`src/rtl/pipeline_hazard_ctrl_pkg.sv`:
```
// pipeline_hazard_ctrl_pkg: shared register-address width, FSM encoding,
// default divide latency and the load-use compare helper.
// Optional feature macro used by the top: PIPE_CTRL_PERF_EN.
`ifndef RegAddrWidth
`define RegAddrWidth 5
`endif
`ifndef PipeCtrlStateWidth
`define PipeCtrlStateWidth 1
`endif
`ifndef PIPE_RUN
`define PIPE_RUN 1'b0
`endif
`ifndef PIPE_DIV_BUSY
`define PIPE_DIV_BUSY 1'b1
`endif
`ifndef DIV_CYCLES
`define DIV_CYCLES 8
`endif

package pipeline_hazard_ctrl_pkg;

  typedef enum logic [`PipeCtrlStateWidth-1:0] {
    ST_RUN      = `PIPE_RUN,
    ST_DIV_BUSY = `PIPE_DIV_BUSY
  } pipe_state_t;

  localparam int DEFAULT_DIV_CYCLES = `DIV_CYCLES;
  localparam int DEFAULT_CNT_WIDTH  = 8;

  // A load in EX feeds a source of the instruction in ID; r0 never hazards.
  function automatic logic load_use_hit(
    input logic                     read_mem,
    input logic [`RegAddrWidth-1:0] rt,
    input logic [`RegAddrWidth-1:0] rs1,
    input logic [`RegAddrWidth-1:0] rs2
  );
    return read_mem && (rt != '0) && ((rt == rs1) || (rt == rs2));
  endfunction

endpackage

```
`src/rtl/pipeline_hazard_ctrl_div_latency_timer.sv`:
```
// div_latency_timer: countdown for the cycles a divide still owns EX.
// load preloads the count, running decrements it, zero flags expiry.
module div_latency_timer #(
  parameter int CNT_WIDTH = 8
) (
  input  logic                 clk,
  input  logic                 rst,
  input  logic                 load,
  input  logic [CNT_WIDTH-1:0] load_val,
  input  logic                 running,
  output logic                 zero
);

  logic [CNT_WIDTH-1:0] cnt;

  // Load has priority; decrement stops at zero so the count never wraps.
  always_ff @(posedge clk or posedge rst) begin
    if (rst) begin
      cnt <= '0;
    end else if (load) begin
      cnt <= load_val;
    end else if (running && (cnt != '0)) begin
      cnt <= cnt - 1'b1;
    end
  end

  assign zero = (cnt == '0);

endmodule

```
`src/rtl/pipeline_hazard_ctrl.sv`:
```
// pipeline_hazard_ctrl: stall/flush sequencer for the 5-stage pipeline.
// Handles load-use stalls, taken-branch flushes and multi-cycle divides.
// Define PIPE_CTRL_PERF_EN to add saturating stall/flush counters.
`ifndef RegAddrWidth
`define RegAddrWidth 5
`endif

module pipeline_hazard_ctrl
  import pipeline_hazard_ctrl_pkg::*;
#(
  parameter int DIV_CYCLES = DEFAULT_DIV_CYCLES,
  parameter int CNT_WIDTH  = DEFAULT_CNT_WIDTH
) (
  input  logic                     clk,
  input  logic                     rst,
  input  logic                     ReadMem_EX,
  input  logic [`RegAddrWidth-1:0] rt_EX,
  input  logic [`RegAddrWidth-1:0] raddr_1_ID,
  input  logic [`RegAddrWidth-1:0] raddr_2_ID,
  input  logic                     branch_taken_ID,
  input  logic                     div_start_EX,
  output logic                     hold_PC,
  output logic                     hold_IF_ID,
  output logic                     hold_ID_EX,
  output logic                     flush_IF_ID,
  output logic                     bubble_ID_EX,
  output logic                     bubble_EX_MEM,
  output logic                     div_done_EX,
`ifdef PIPE_CTRL_PERF_EN
  output logic [31:0]              stall_cycles,
  output logic [31:0]              flush_count,
`endif
  output logic                     busy
);

  // Entry cycle is one stall, so the timer covers the remaining DIV_CYCLES-2
  // stalls before the completion cycle.
  localparam logic [CNT_WIDTH-1:0] LOAD_VAL = CNT_WIDTH'(DIV_CYCLES - 2);

  pipe_state_t state, state_next;
  logic        timer_load;
  logic        timer_run;
  logic        timer_zero;
  logic        lu_hit;

  div_latency_timer #(.CNT_WIDTH(CNT_WIDTH)) u_timer (
    .clk      (clk),
    .rst      (rst),
    .load     (timer_load),
    .load_val (LOAD_VAL),
    .running  (timer_run),
    .zero     (timer_zero)
  );

  assign lu_hit = load_use_hit(ReadMem_EX, rt_EX, raddr_1_ID, raddr_2_ID);

  // State register; reset parks the sequencer in RUN.
  always_ff @(posedge clk or posedge rst) begin
    if (rst) begin
      state <= ST_RUN;
    end else begin
      state <= state_next;
    end
  end

  // Next state and all controls; everything is forced low while rst is high.
  always_comb begin
    state_next    = state;
    timer_load    = 1'b0;
    timer_run     = 1'b0;
    hold_PC       = 1'b0;
    hold_IF_ID    = 1'b0;
    hold_ID_EX    = 1'b0;
    flush_IF_ID   = 1'b0;
    bubble_ID_EX  = 1'b0;
    bubble_EX_MEM = 1'b0;
    div_done_EX   = 1'b0;
    busy          = 1'b0;
    if (!rst) begin
      case (state)
        ST_RUN: begin
          if (div_start_EX) begin
            hold_PC       = 1'b1;
            hold_IF_ID    = 1'b1;
            hold_ID_EX    = 1'b1;
            bubble_EX_MEM = 1'b1;
            timer_load    = 1'b1;
            state_next    = ST_DIV_BUSY;
          end else if (lu_hit) begin
            hold_PC      = 1'b1;
            hold_IF_ID   = 1'b1;
            bubble_ID_EX = 1'b1;
          end else if (branch_taken_ID) begin
            flush_IF_ID = 1'b1;
          end
        end
        ST_DIV_BUSY: begin
          busy = 1'b1;
          if (!timer_zero) begin
            hold_PC       = 1'b1;
            hold_IF_ID    = 1'b1;
            hold_ID_EX    = 1'b1;
            bubble_EX_MEM = 1'b1;
            timer_run     = 1'b1;
          end else begin
            div_done_EX = 1'b1;
            state_next  = ST_RUN;
          end
        end
      endcase
    end
  end

`ifdef PIPE_CTRL_PERF_EN
  // Saturating counts of PC-hold cycles and IF_ID flush cycles.
  always_ff @(posedge clk or posedge rst) begin
    if (rst) begin
      stall_cycles <= '0;
      flush_count  <= '0;
    end else begin
      if (hold_PC && (stall_cycles != 32'hFFFF_FFFF)) begin
        stall_cycles <= stall_cycles + 32'd1;
      end
      if (flush_IF_ID && (flush_count != 32'hFFFF_FFFF)) begin
        flush_count <= flush_count + 32'd1;
      end
    end
  end
`endif

endmodule

```
`config.mk`:
```
export PLATFORM = sky130hd
export DESIGN_NAME = pipeline_hazard_ctrl
export DESIGN_NICKNAME = d
export VERILOG_FILES = /design/src/rtl/pipeline_hazard_ctrl_pkg.sv /design/src/rtl/pipeline_hazard_ctrl_div_latency_timer.sv /design/src/rtl/pipeline_hazard_ctrl.sv
export SDC_FILE = /design/constraint.sdc
export NUM_CORES = 1
export LEC_CHECK = 0
export BUFFER_PORTS_ARGS = -buffer_cell sky130_fd_sc_hd__buf_2
export CORE_UTILIZATION = 45
export DETAILED_ROUTE_END_ITERATION = 12
export HOLD_SLACK_MARGIN = 0.03
export PLACE_DENSITY_LB_ADDON = 0.05
export SLEW_MARGIN = 20
export SYNTH_ARGS = -nofsm -noshare
export SYNTH_HDL_FRONTEND = slang
export SYNTH_HIERARCHICAL = 1
export SYNTH_SLANG_ARGS = --single-unit
```
`constraint.sdc`:
```
create_clock -name clk -period 2.6 [get_ports clk]
set_input_delay 0.39 -clock clk [delete_from_list [all_inputs] [get_ports clk]]
set_output_delay 0.39 -clock clk [all_outputs]
set_load 0.02 [all_outputs]
```
==> results of run 1 <==
==> critical path, stage by stage (launching register included) <==
cell     delay (ps)
dfrtp_1         390
inv_2           100
ha_4            130
or4b_4          470
nor2_4          160
nor2b_4          60
or2_4           230
a31o_1          220
buf_6           140
==> per-stage QoR <==
step	instance area (um2)	hold WS (ps)	power [mW]
after floorplan	772.0	127.0	0.5568
after global placement	915.9	262.2	0.6312
after detailed placement	915.9	266.0	0.6400
after CTS	987.2	401.7	0.7972
after global routing	1055	431.1	0.9583
final	1055	403.5	0.8799
==> placed cells by master (no fill, tap or decap), types with 3 or more instances in the layout <==
cell type	instances
buf_2	25
a21oi_1	3
buf_4	9
o21ai_0	4
inv_1	3
nor2_1	3
nand3_1	3
conb_1	8
o21ai_1	4
dfrtp_1	9
clkbuf_4	3
nand2_1	10
xnor2_1	12
==> cells by family (layout without fill, tap and decap cells) <==
| logic type | after synthesis | in the layout |
|---|---|---|
| adder cells (fa/ha/maj) | 2 | 2 |
| buffers and inverters | 8 | 46 |
| AND/OR/NAND/NOR | 34 | 34 |
| AO/OA/AOI/OAI | 19 | 19 |
| other | 2 | 8 |
| multiplexers | 1 | 1 |
| flip-flops | 9 | 9 |
| XOR/XNOR | 14 | 14 |
==> cell type report <==
type	instances	area, um2	area share
Inverter	5	18.77	0.01779
Sequential cell	9	225.2	0.2135
Tap cell	16	20.02	0.01898
Timing Repair Buffer	37	225.2	0.2135
Multi-Input combinational cell	78	539.3	0.5113
Clock buffer	4	26.28	0.02491
==> per-layer routing <==
metal  GRT usage  wire length (um)  vias up
met5           0                 0        -
met3     0.03830                79        4
li1            -                 -      390
met4     0.07500                32        0
met2      0.3303               866       20
met1      0.2834               788      346
==> synth_stat cells (2+ instances only) <==
cell type,count
a21oi_1,3
inv_1,5
o21ai_0,4
nand3_1,3
buf_4,2
conb_1,2
xnor2_1,12
and2_1,2
o21ai_1,4
dfrtp_1,9
nor2b_1,3
xor2_1,2
ha_1,2
nand2_1,10
nor2_1,4
==> worst max path at each step <==
stage / from / slack, ps / end / cells after the start
after floorplan: u_timer/cnt[0] / 60 / hold_PC / 8
after global placement: u_timer/cnt[0] / 190 / hold_PC / 8
after detailed placement: u_timer/cnt[0] / 120 / hold_PC / 8
after CTS: u_timer/cnt[0] / 20 / hold_PC / 8
after global routing: u_timer/cnt[0] / -40 / hold_PC / 8
final: u_timer/cnt[0] / 40 / hold_PC / 8
==> power by group through the flow <==
| stage | clock, mW | sequential, mW | combinational, mW |
|---|---|---|---|
| finish | 0.115 | 0.273 | 0.492 |
| CTS | 0.117 | 0.275 | 0.405 |
| global placement | 0 | 0.271 | 0.361 |
| floorplan | 0 | 0.258 | 0.299 |
| detailed placement | 0 | 0.273 | 0.367 |
| global route | 0.127 | 0.282 | 0.550 |
==> sequential cells by signal, indices dropped and copies added, names as in the netlist <==
register	count
u_timer/cnt	8
state	1
==> repair_timing <==
item	4_1_cts	5_1_grt
endpoints found under the hold margin	1	0
buffers inserted	3	5
hold buffers	1	0
gates resized for setup	6	7
endpoints found under the setup margin	3	2
pin swaps	1	2
==> implementation parameters, run 1 <==
Parameter                              Value

Run status
  Status ... finished clean

Synth
  Number of instances in the synthesized netlist ... 89
  Count of flip-flops with a built-in enable after synthesis ... 0
  Biggest area consumer among synthesized cells ... dfrtp_1
  Async set or reset register ratio after synthesis ... 1.000
  Largest cells by area after synthesis ... dfrtp_1, xnor2_1, nand2_1
  Yosys top cell area share ... 0.3005
  Main combinational cell family by area after synthesis ... simple AND/OR/NAND/NOR gates
  Post-synthesis area per instance ... 8.421 um2
  Summed instance area of the synthesized netlist ... 749.5 um2
  Multiplexer area fraction after synthesis ... 0.01503
  Flop and latch count out of synthesis ... 9
  Adder and majority gate portion of the synthesized area ... 0.03339
  Count of different cell masters after synthesis ... 37
  Number of warnings printed during yosys synthesis ... 6
  Compound-cell area share of the yosys netlist ... 0.1586
  Portion of the post-synthesis area used by sequential elements ... 0.3005
  XOR/XNOR share of the synthesized area ... 0.1636
  Simple-gate share of the synthesized area ... 0.2688
  Synth Flop Type ... dfrtp_1

Setup path
  Sort of element at the end of the critical path ... output port
  Startpoint kind of the worst setup timing path ... register
  Worst setup slack for register-to-register paths ... 520 ps
  Type of the worst setup path ... reg -> out
  Reg-to-reg endpoint ... u_timer/cnt[1]
  Signal arrival time at the worst endpoint ... 2170 ps
  Worst reg2reg path depth ... 9
  Reg-to-Reg Start ... u_timer/cnt[0]
  Maximum fanout count along the critical path ... 4
  Required time at the endpoint of the critical path ... 2210 ps

Power
  Proportion of power drawn by the clock network ... 0.130
  Relative contribution of combinational cells to total power ... 0.560
  Net Sw Frac ... 0.4114
  Cell internal power dissipation ... 517.9 uW
  Leakage power ... 0.4792 nW
  Switching Power ... 362.0 uW
  Maximum resistive drop on vdd ... 550.5 uV
  Pwr Density ... 834.2 nW/um2
  Sequential cell fraction of total power ... 0.310

Die
  Die Area ... 1833 um2
  Count of boundary I/O pins ... 28
  Area of the core region ... 1524 um2
  Effective utilization at floorplan ... 0.4918
  DIE WIDTH ... 42.81 um
  Height of the die ... 42.81 um
  Number of standard-cell rows in the floorplan ... 14

Final layout
  P&R area growth vs syn ... 40.73%
  Ratio of cells with drive above 1 in the final layout ... 0.3684
  Filler cells ... 128
  Count of placed standard cells in the final layout, fillers left out ... 149
  Number of diodes ... 0
  Final net count ... 156
  Post-layout util ... 0.6921

Timing
  Final critical-path required period ... 2563 ps
  Number of max-slew violations in the final report ... 0
  Final critical-path setup slack ... 36.87 ps
  Final worst path period share ... 0.9858
  Worst relative slew slack ... 0.5697
  Maximum clock frequency ... 390.1 MHz
  Clock tree skew after final layout ... 12.88 ps
  Setup TNS ... 0 ps
  Worst slew pin tran ... 636.5 ps
  Total count of hold-check failures in the final report ... 0
  Final Setup Violations ... 0

GRT
  Overall overflow remaining after global route ... 0
  First-pass GRT wire length ... 2.904 mm
  Largest net degree at the start of global routing ... 18
  Vias in the first global route ... 680
  Initial antenna violation count ... 0
  Total Routing Usage GR ... 0.2090

Clock tree
  Later-pin clock latency in the skew report ... 270 ps
  Post-CTS clock slew at the launch and capture registers of the worst setup and hold paths ... 70 ps
  Number of buffers on the longest clock path ... 2
  Total clock buffers created by CTS ... 3
  CTS Root Cell ... clkbuf_4
  Maximum level of the CTS H-tree ... 1
  Clk sink count ... 9
  Clock tree from TritonCTS ... done

Detailed routing
  Remaining number of nets flagged by the antenna check after routing ... 0
  Via Count ... 760
  Router iterations before antenna repair ... 4
  Average via count per standard cell ... 5.101
  Routed WL ... 1.766 mm
  DRC violation count after routing ... 0
  Average wire per cell in the routed design ... 11.85 um
  Initial detailed-routing violation count ... 7

Place
  Post-DP HPWL ... 1.225 mm
  Place WS ... 119.7 ps
  Number of input and output port buffers inserted ... 27
  Instance count after placement with tap cells included ... 136
  Global placer's final weighted congestion ... 0.8057

Job
  Max Cap Violations ... 0

Hold path
  Hold WC Path Type ... in -> reg
  Hold path depth ... 3
  Start point of the worst hold path ... div_start_EX
  Hold worst-path end ... state
(Power assumes the default switching activity.)
==> run 2: changes to the inputs <==
Settings changed: SETUP_SLACK_MARGIN set to 0.3.
==> run 2 against run 1 <==
Effect of this change: worst hold slack gained 26 ps; register-to-register slack gained 50 ps; flip-flop and latch count is the same; first-iteration DRC count grew to 3.1 times the previous value; via count shrank 3.9%; global-route usage shrank 2.2 points; fmax grew 4.8%; final cell count shrank 1.3%; utilization grew 0.57 points; clock power shrank 9%.
==> implementation parameters, run 2 (same netlist as run 1, synthesis figures left out) <==
Parameter                              Value

Timing
  Final critical-path setup slack ... 154.7 ps (+117.9 ps)
  Maximum clock frequency ... 409.0 MHz (+4.8%)
  Final Setup Violations ... 0 (unchanged)
  Worst relative slew slack ... 0.5420 (-0.02772)
  Worst slew pin tran ... 677.5 ps (+41.00 ps)
  Setup TNS ... 0 ps (unchanged)
  Total count of hold-check failures in the final report ... 0 (unchanged)
  Final critical-path required period ... 2445 ps (-117.9 ps)
  Final worst path period share ... 0.9405 (-0.04534)
  Number of max-slew violations in the final report ... 0 (unchanged)
  Worst hold-check slack ... 429.9 ps (+26.36 ps)
  RSZ-0062 raised after global routing ... yes
  Clock tree skew after final layout ... 2.925 ps (-9.959 ps)

Place
  Place WS ... 295.0 ps (+175.3 ps)
  Post-DP HPWL ... 1.205 mm (-1.6%)
  Placed standard-cell area ... 954.7 um2 (+4.2%)
  Global placer's final weighted congestion ... 0.7487 (-7.1%)
  Instance count after placement with tap cells included ... 136 (unchanged)
  Number of input and output port buffers inserted ... 27 (unchanged)

Clock tree
  Total clock buffers created by CTS ... 3 (unchanged)
  Post-CTS clock slew at the launch and capture registers of the worst setup and hold paths ... 60 ps (about the same)
  Clk sink count ... 9 (unchanged)
  Maximum level of the CTS H-tree ... 1 (unchanged)
  Clock tree from TritonCTS ... done
  CTS Root Cell ... clkbuf_4
  Number of buffers on the longest clock path ... 2 (unchanged)
  Later-pin clock latency in the skew report ... 250 ps (-20 ps)

Final layout
  Final net count ... 154 (-1.3%)
  Register ranked first by flip-flop count ... u_timer/cnt
  Area of all placed cells without fillers ... 1064 um2 (+0.83%)
  Flip-flop count of the largest register, all copies and words added ... 8 (unchanged)
  Count of placed standard cells in the final layout, fillers left out ... 147 (-1.3%)
  Post-layout util ... 0.6979 (+0.005747)
  Registers with the most flip-flops ... u_timer/cnt: 8 flops, state: 1 flops
  Commonest cells after routing, fill and taps aside ... buf_2, xnor2_1, nand2_1
  Most common cell after layout, fill and taps aside ... buf_2
  Number of diodes ... 0 (unchanged)
  Ratio of cells with drive above 1 in the final layout ... 0.3664 (-0.002009)
  P&R area growth vs syn ... 41.90%

Die
  Die Area ... 1833 um2 (unchanged)
  Height of the die ... 42.81 um (unchanged)
  Number of standard-cell rows in the floorplan ... 14 (unchanged)
  DIE WIDTH ... 42.81 um (unchanged)
  Area of the core region ... 1524 um2 (unchanged)
  Count of boundary I/O pins ... 28 (unchanged)
  Effective utilization at floorplan ... 0.4918 (unchanged)

Power
  Maximum resistive drop on vdd ... 470.4 uV (-15%)
  Leakage power ... 0.4767 nW (-0.53%)
  Pwr Density ... 808.9 nW/um2 (-3.0%)
  PnR Total Power ... 860.2 uW (-2.2%)

Job
  Max Cap Violations ... 0 (unchanged)

GRT
  Overall overflow remaining after global route ... 0 (unchanged)
  Total Routing Usage GR ... 0.1867 (-0.02231)
  Vias in the first global route ... 650 (-4.4%)
  Initial antenna violation count ... 0 (unchanged)
  Largest net degree at the start of global routing ... 18 (unchanged)
  First-pass GRT wire length ... 2.615 mm (-10%)

Setup path
  Startpoint kind of the worst setup timing path ... register
  Biggest cell delay along the critical path ... 470 ps (about the same)
  Capture point of the critical path ... hold_IF_ID
  Sort of element at the end of the critical path ... output port
  Worst setup slack for register-to-register paths ... 570 ps (+50 ps)
  Type of the worst setup path ... reg -> out
  Worst reg2reg path depth ... 10 (+1)
  Maximum fanout count along the critical path ... 2 (-2)
  Ordered cell list for the critical path ... inv_2 > ha_4 > or4b_4 > nor2_4 > nor2b_4 > or2_4 > a31o_4 > buf_6
  Reg-to-reg endpoint ... u_timer/cnt[7]
  Reg-to-Reg Start ... u_timer/cnt[1]
  Required time at the endpoint of the critical path ... 2210 ps (about the same)
  First element of the critical path ... u_timer/cnt[1]
  Slowest CP cell ... or4b_4
  Signal arrival time at the worst endpoint ... 2060 ps (-110 ps)

Detailed routing
  Average wire per cell in the routed design ... 10.44 um (-12%)
  Via Count ... 730 (-3.9%)
  Routed WL ... 1.535 mm (-13%)
  Remaining number of nets flagged by the antenna check after routing ... 0 (unchanged)
  Initial detailed-routing violation count ... 22 (+15)
  DRC violation count after routing ... 0 (unchanged)
  Average via count per standard cell ... 4.966 (-2.6%)
  Router iterations before antenna repair ... 4 (unchanged)

Hold path
  Hold WC Path Type ... in -> reg
  Hold path depth ... 3 (unchanged)

Run status
  Status ... finished clean
-- run 2: cell count changes in the layout (fill, tap and decap cells not counted), sizes merged --
cell	previous run	this run
buf	36	34
-- run 2: critical path, delay by kind of cell (launching register included) --
family | cells | cell delay [ps]
buffers and inverters | 2 | 210
adder cells (fa/ha/maj) | 1 | 120
flip-flops | 1 | 390
AND/OR/NAND/NOR | 4 | 870
AO/OA/AOI/OAI | 1 | 210
-- run 2: how the worst min path moves through the flow --
| stage | from | endpoint | slack (ps) |
|---|---|---|---|
| floorplan | rst | state | 130 |
| global placement | rst | state | 260 |
| detailed placement | rst | state | 270 |
| CTS | div_start_EX | state | 430 |
| global route | div_start_EX | state | 450 |
| finish | div_start_EX | state | 430 |
-- run 2: cell type report --
| type | count | area (um2) |
|---|---|---|
| flip-flops and latches | 9 | 225.2 |
| multi-input cells | 78 | 548.0 |
| clock buffers | 4 | 26.28 |
| repair buffers | 35 | 225.2 |
| well taps | 16 | 20.02 |
| inverters | 5 | 18.77 |
| fillers | 130 | 460.4 |
-- run 2: power by group --
| group | internal [mW] | switching [mW] |
|---|---|---|
| combinational | 0.249 | 0.232 |
| sequential | 0.207 | 0.0679 |
| clock | 0.0590 | 0.0459 |
-- run 2: what timing repair did --
| action | in CTS | in global routing |
|---|---|---|
| hold buffers | 1 | 0 |
| buffers inserted | 6 | 0 |
| endpoints found under the hold margin | 1 | 0 |
| endpoints found under the setup margin | 4 | 7 |
| resized for setup | 8 | 1 |
| pin swaps | 3 | 1 |
| gates cloned | 0 | 0 |
-- run 2: metal layers --
layer  up-vias  part of all wire  GRT usage
met5         -                 0          0
met4         0                 0    0.01875
met3         0             0.043    0.05106
met2        19              0.48     0.3061
met1       327              0.47     0.2533
li1        384                 -          -
